File: src/rtl/hex_digit_scan.sv
// Time-multiplexed hex digit scanner: frame-synchronous double buffer, guard gaps, leading-zero blanking.
// Optional blink gating of digit codes is enabled by defining HEX_SCAN_BLINK_EN.
module hex_digit_scan #(
  parameter int NUM_DIGITS   = 8,
  parameter int SHOW_CYCLES  = 50000,
  parameter int GAP_CYCLES   = 500,
  parameter int BLINK_FRAMES = 64
) (
  input  logic                    clk,
  input  logic                    rst_n,
  input  logic                    data_valid,
  output logic                    data_ready,
  input  logic [4*NUM_DIGITS-1:0] data_in,
  input  logic                    lz_blank,
`ifdef HEX_SCAN_BLINK_EN
  input  logic                    blink,
`endif
  output logic [4:0]              digit_code,
  output logic [NUM_DIGITS-1:0]   digit_sel_n,
  output logic                    frame_done
);

  localparam int VAL_W   = 4 * NUM_DIGITS;
  localparam int IDX_W   = (NUM_DIGITS > 1) ? $clog2(NUM_DIGITS) : 1;
  localparam int MAX_CNT = (SHOW_CYCLES > GAP_CYCLES) ? SHOW_CYCLES : GAP_CYCLES;
  localparam int CNT_W   = (MAX_CNT > 1) ? $clog2(MAX_CNT) : 1;
  localparam logic [IDX_W-1:0] LAST_IDX   = IDX_W'(NUM_DIGITS - 1);
  localparam logic [CNT_W-1:0] GAP_LAST   = CNT_W'(GAP_CYCLES - 1);
  localparam logic [CNT_W-1:0] SHOW_LAST  = CNT_W'(SHOW_CYCLES - 1);
  localparam logic [4:0]       CODE_BLANK = 5'h10;

  typedef enum logic {S_GAP, S_SHOW} state_t;

  state_t            state, state_nx;
  logic [IDX_W-1:0]  idx, idx_nx;
  logic [CNT_W-1:0]  cnt, cnt_nx;
  logic [VAL_W-1:0]  display, display_nx;
  logic [VAL_W-1:0]  pending, pending_nx;
  logic              pend, pend_nx;
  logic              boundary;
  logic [4:0]        code_nx;
  logic [NUM_DIGITS-1:0] sel_n_nx;
  logic              done_nx;

  // A digit is blanked when suppression is on and it and everything above it is zero;
  // digit 0 always shows so that a zero value reads "0".
  function automatic logic [4:0] digit_code_f(input logic [VAL_W-1:0] val,
                                              input logic [IDX_W-1:0] i,
                                              input logic             lz);
    logic [VAL_W-1:0] upper;
    upper = val >> {i, 2'b00};
    if (lz && (i != '0) && (upper == '0))
      return CODE_BLANK;
    return {1'b0, upper[3:0]};
  endfunction

`ifdef HEX_SCAN_BLINK_EN
  localparam int FC_W = (BLINK_FRAMES > 1) ? $clog2(BLINK_FRAMES) : 1;
  localparam logic [FC_W-1:0] FC_LAST = FC_W'(BLINK_FRAMES - 1);
  logic [FC_W-1:0] fcnt, fcnt_nx;
  logic            phase, phase_nx;
`endif

  // Next-state: scan sequencing, handshake and frame-boundary buffer swap
  always_comb begin
    state_nx   = state;
    idx_nx     = idx;
    cnt_nx     = cnt + 1'b1;
    pending_nx = pending;
    pend_nx    = pend;
    display_nx = display;
    boundary   = (state == S_SHOW) && (idx == LAST_IDX) && (cnt == SHOW_LAST);

    case (state)
      S_GAP: begin
        if (cnt == GAP_LAST) begin
          state_nx = S_SHOW;
          cnt_nx   = '0;
        end
      end
      S_SHOW: begin
        if (cnt == SHOW_LAST) begin
          state_nx = S_GAP;
          cnt_nx   = '0;
          idx_nx   = (idx == LAST_IDX) ? '0 : idx + 1'b1;
        end
      end
      default: begin
        state_nx = S_GAP;
        cnt_nx   = '0;
      end
    endcase

    // data_ready mirrors !pend, so a transfer and a consume never coincide
    if (data_valid && data_ready) begin
      pending_nx = data_in;
      pend_nx    = 1'b1;
    end else if (boundary && pend) begin
      display_nx = pending;
      pend_nx    = 1'b0;
    end

`ifdef HEX_SCAN_BLINK_EN
    fcnt_nx  = fcnt;
    phase_nx = phase;
    if (boundary) begin
      if (fcnt == FC_LAST) begin
        fcnt_nx  = '0;
        phase_nx = ~phase;
      end else begin
        fcnt_nx = fcnt + 1'b1;
      end
    end
`endif

    // Outputs are derived from the next state so they register on the same edge
    sel_n_nx = '1;
    code_nx  = CODE_BLANK;
    if (state_nx == S_SHOW) begin
      sel_n_nx[idx_nx] = 1'b0;
      code_nx          = digit_code_f(display_nx, idx_nx, lz_blank);
`ifdef HEX_SCAN_BLINK_EN
      if (blink && phase_nx)
        code_nx = CODE_BLANK;
`endif
    end
    done_nx = (state_nx == S_SHOW) && (idx_nx == LAST_IDX) && (cnt_nx == SHOW_LAST);
  end

  // Register stage: state, buffers and registered outputs
  always_ff @(posedge clk) begin
    if (!rst_n) begin
      state       <= S_GAP;
      idx         <= '0;
      cnt         <= '0;
      display     <= '0;
      pending     <= '0;
      pend        <= 1'b0;
      digit_sel_n <= '1;
      digit_code  <= CODE_BLANK;
      frame_done  <= 1'b0;
      data_ready  <= 1'b1;
`ifdef HEX_SCAN_BLINK_EN
      fcnt        <= '0;
      phase       <= 1'b0;
`endif
    end else begin
      state       <= state_nx;
      idx         <= idx_nx;
      cnt         <= cnt_nx;
      display     <= display_nx;
      pending     <= pending_nx;
      pend        <= pend_nx;
      digit_sel_n <= sel_n_nx;
      digit_code  <= code_nx;
      frame_done  <= done_nx;
      data_ready  <= !pend_nx;
`ifdef HEX_SCAN_BLINK_EN
      fcnt        <= fcnt_nx;
      phase       <= phase_nx;
`endif
    end
  end

endmodule

File: config.mk
export PLATFORM = sky130hd
export DESIGN_NAME = hex_digit_scan
export DESIGN_NICKNAME = d
export VERILOG_FILES = /design/src/rtl/hex_digit_scan.sv
export SDC_FILE = /design/constraint.sdc
export NUM_CORES = 1
export LEC_CHECK = 0
export ABC_AREA = 1
export CORE_MARGIN = 2
export CORE_UTILIZATION = 25
export DETAILED_ROUTE_END_ITERATION = 8
export DONT_BUFFER_PORTS = 1
export PLACE_DENSITY = 0.45
export SETUP_SLACK_MARGIN = 0.05
export SYNTH_ARGS = -nofsm -noshare
export SYNTH_HDL_FRONTEND = slang
export SYNTH_SLANG_ARGS = --single-unit
File: constraint.sdc
create_clock -name clk -period 6.9 [get_ports clk]
set_input_delay 1.38 -clock clk [delete_from_list [all_inputs] [get_ports clk]]
set_output_delay 1.38 -clock clk [all_outputs]
set_load 0.01 [all_outputs]
==> flow_summary.ini <==
[grt]
grt_overflow = 0
grt_start_max_net_pins = 57
antenna_found_initial = 0
use_met3_pct = 2.83
grt_pass1_wl_mm = 21.5
grt_use_met1_pct = 18.9
grt.met2_usage_pct = 20.6
grt_pass1_vias = 4124
grt_util_all_layers_pct = 13.5
grt_busiest_layer = met2

[power_and_ir_drop]
p_clk_share_pct = 45.3
peakVddDrop_mv = 0.119
pwr-share-comb_pct = 4.0
power_leakage_nw = 2.27
p_sw_share_pct = 24.6
p_int_w = 0.000898
p_switching_w = 0.000294
p_seq_share_pct = 50.6
cellPowerDensity_nw_per_um2 = 223

[routing]
drc = 0
wire_per_inst_um = 13.4
drtIter0Drc = 248
route.vias.total = 4249
drt-total-wl_mm = 13.0
drt_pass1_iterations = 5
postRouteAntennaNets = 0
vias_per_cell = 4.37

[yosys]
syn_nets = 759
synth_top_cell_area_share_pct = 41.1
synthMostInstantiatedCell = nand2_1
ys_seq_area_share_pct = 41.1
synth_top_cell_by_area = dfxtp_1
synth_cell_types = 39
synth_flop_cell = dfxtp_1
synth_async_sr_flop_share_pct = 0
synthTopCellsByArea = dfxtp_1, nand2_1, nor2_1
avgSynthCellArea_um2 = 6.77
synth_seq_cells = 100
synth_edf_count = 0
synthTopCellsByCount = nand2_1, nor2_1, dfxtp_1
synthCells = 720
syn_area_um2 = 4880
yosysWarnings = 0

[worst_hold_path]
min_to = pending[1]$_SDFFE_PN0P_
min_path_cells = 2
hp-start = pending[1]$_SDFFE_PN0P_
min_path_type = register to register

[timing]
rsz0062_at_grt = no
fin_tns_setup_ns = 0
worst_slew_pin_slew_ns = 0.904
clock_skew_ns = 0.0107
final_max_slew_viol_count = 0
finalSetupViolations = 0
fmax_mhz = 215
finalHoldViolCount = 0
fin_ws_ns = 2.25
period_needed_ns = 4.65
max_slew_margin_pct = 39.5
fin_crit_sh_pct = 67.4

[clocking]
h-tree-depth = 3
root_buffer = clkbuf_16
clkLatencyLatePin_ns = 0.36
numCtsBuffers = 9
clkSlewWorstSetupHoldPaths_ns = 0.08
cts_hold_buf = 0
cts_resized = 0
cts_buffer_depth = 2
cts_tree = done
post_cts_buffers = 0
cts.sinks = 100

[critical_path]
r2r-start = data_ready$_SDFF_PN1_
crit_type = input pin to register
end_kind = register
r2r_setup_slack_ns = 2.90
r2r-end = digit_code[0]$_SDFF_PP0_
worstPathArrival_ns = 4.90
required_ns = 7.15
crit_fanout = 56
ff2ff_path_depth = 15
start_kind = input pin

[placed_design]
dp_cells = 956
gp_congestion = 0.860
post-place-ws_ns = 1.84
io_buffers = 0
dp_hpwl_mm = 9.58

[final_layout]
area_growth_pct = 9.85
antenna_cells = 0
seqCellArea_um2 = 2000
finalNonFillerCells = 972
fin_util_pct = 27.8
layout-drive-gt1-share_pct = 7.64
nFillCells = 2188
multi_input_area_um2 = 2360
layout.nets = 741

[floorplanning]
die_w_um = 144
start_util_pct = 25.3
rows = 51
die-area_um2 = 20600
die_h_um = 144
core_area_um2 = 19300
ios = 51

[status]
status = finished, final reports clean

[job]
drv_cap = 0
metrics by stage:
stage                     area, µm²  total power [W]  hold WS, ns
after floorplan                4880         0.000654        0.425
after global placement         5040         0.000666        0.444
after global routing           5360          0.00124        0.483
final                          5360          0.00119        0.455
after detailed placement       5040         0.000666        0.447
after CTS                      5360          0.00121        0.458
worst max path at each step:
| stage | slack [ns] | startpoint | endpoint | cells past startpoint |
|---|---|---|---|---|
| 6_report | 2.25 | data_valid | digit_code[0]$_SDFF_PP0_ | 15 |
| 3_5_place_dp | 1.84 | data_valid | digit_code[0]$_SDFF_PP0_ | 15 |
| 3_3_place_gp | 1.90 | data_valid | digit_code[3]$_SDFF_PP0_ | 15 |
| 4_1_cts | 2.21 | data_valid | digit_code[0]$_SDFF_PP0_ | 15 |
| 5_1_grt | 1.72 | data_valid | digit_code[1]$_SDFF_PP0_ | 15 |
| 2_1_floorplan | 3.83 | data_valid | digit_code[3]$_SDFF_PP0_ | 15 |
placed cells by master, fill, tap and decap left out, types with 2 or more instances in the layout:
| cell | n |
|---|---|
| ha_1 | 3 |
| inv_6 | 2 |
| nand2_2 | 7 |
| inv_2 | 7 |
| nand3_1 | 44 |
| inv_1 | 81 |
| o21ai_1 | 6 |
| nor3_1 | 12 |
| o221ai_1 | 2 |
| nand3b_1 | 2 |
| nor2_2 | 7 |
| nand4_1 | 24 |
| nand3_2 | 3 |
| clkbuf_16 | 9 |
| a21oi_1 | 31 |
| o21a_1 | 2 |
| nor2_1 | 110 |
| dfxtp_1 | 100 |
| o21ai_0 | 40 |
| nand2_1 | 183 |
| nor2_4 | 4 |
| xor2_1 | 6 |
| nor4_1 | 4 |
logic make-up after synthesis:
| logic type | share of synthesized area, % |
|---|---|
| AND/OR/NAND/NOR | 37.2 |
| buffers and inverters | 10.5 |
| flip-flops | 41.1 |
| AO/OA/AOI/OAI | 9.44 |
| XOR/XNOR | 1.08 |
| adder cells (fa/ha/maj) | 0.770 |
sequential cells by signal, summed over array words and instances (netlist names), 3 cells and up:
signal and flops:
display 32, pending 32, cnt 16, digit_sel_n 8
digit_code 5, idx 3
layout make-up:
class / instances / area share [%]
sequential: 100 / 37.4
multi-input combinational: 501 / 44.1
tap: 265 / 6.19
clock inverter: 7 / 1.71
clock buffer: 9 / 4.20
timing repair buffer: 1 / 0.140
inverter: 89 / 6.26
routing by layer:
layer  up-vias  share of wire [%]
met4         0                1.1
met1      1914                 51
met5         -                  0
li1       2244                  -
met2        80                 44
met3        11                3.5
worst max-delay path, stage by stage:
cell,delay [ns]
nand2_1,0.04
buf_4,0.40
inv_1,0.29
nor2_2,0.59
nand4_1,0.86
o21ai_1,0.44
nand2_1,0.09
nand2_1,0.10
nand2_1,0.06
nor2_1,0.08
nand2_1,0.07
a21oi_2,0.11
nand2_1,0.10
o21bai_4,0.21
nor2_2,0.05
power by group through the flow:
stage               Combinational, W  Clock [W]  Sequential, W
finish                     0.0000478   0.000541       0.000604
global placement           0.0000486          0       0.000617
CTS                        0.0000493   0.000556       0.000604
detailed placement         0.0000492          0       0.000617
global route               0.0000563   0.000580       0.000606
floorplan                  0.0000401          0       0.000614
No activity file was read; power rests on OpenSTA's default activity.
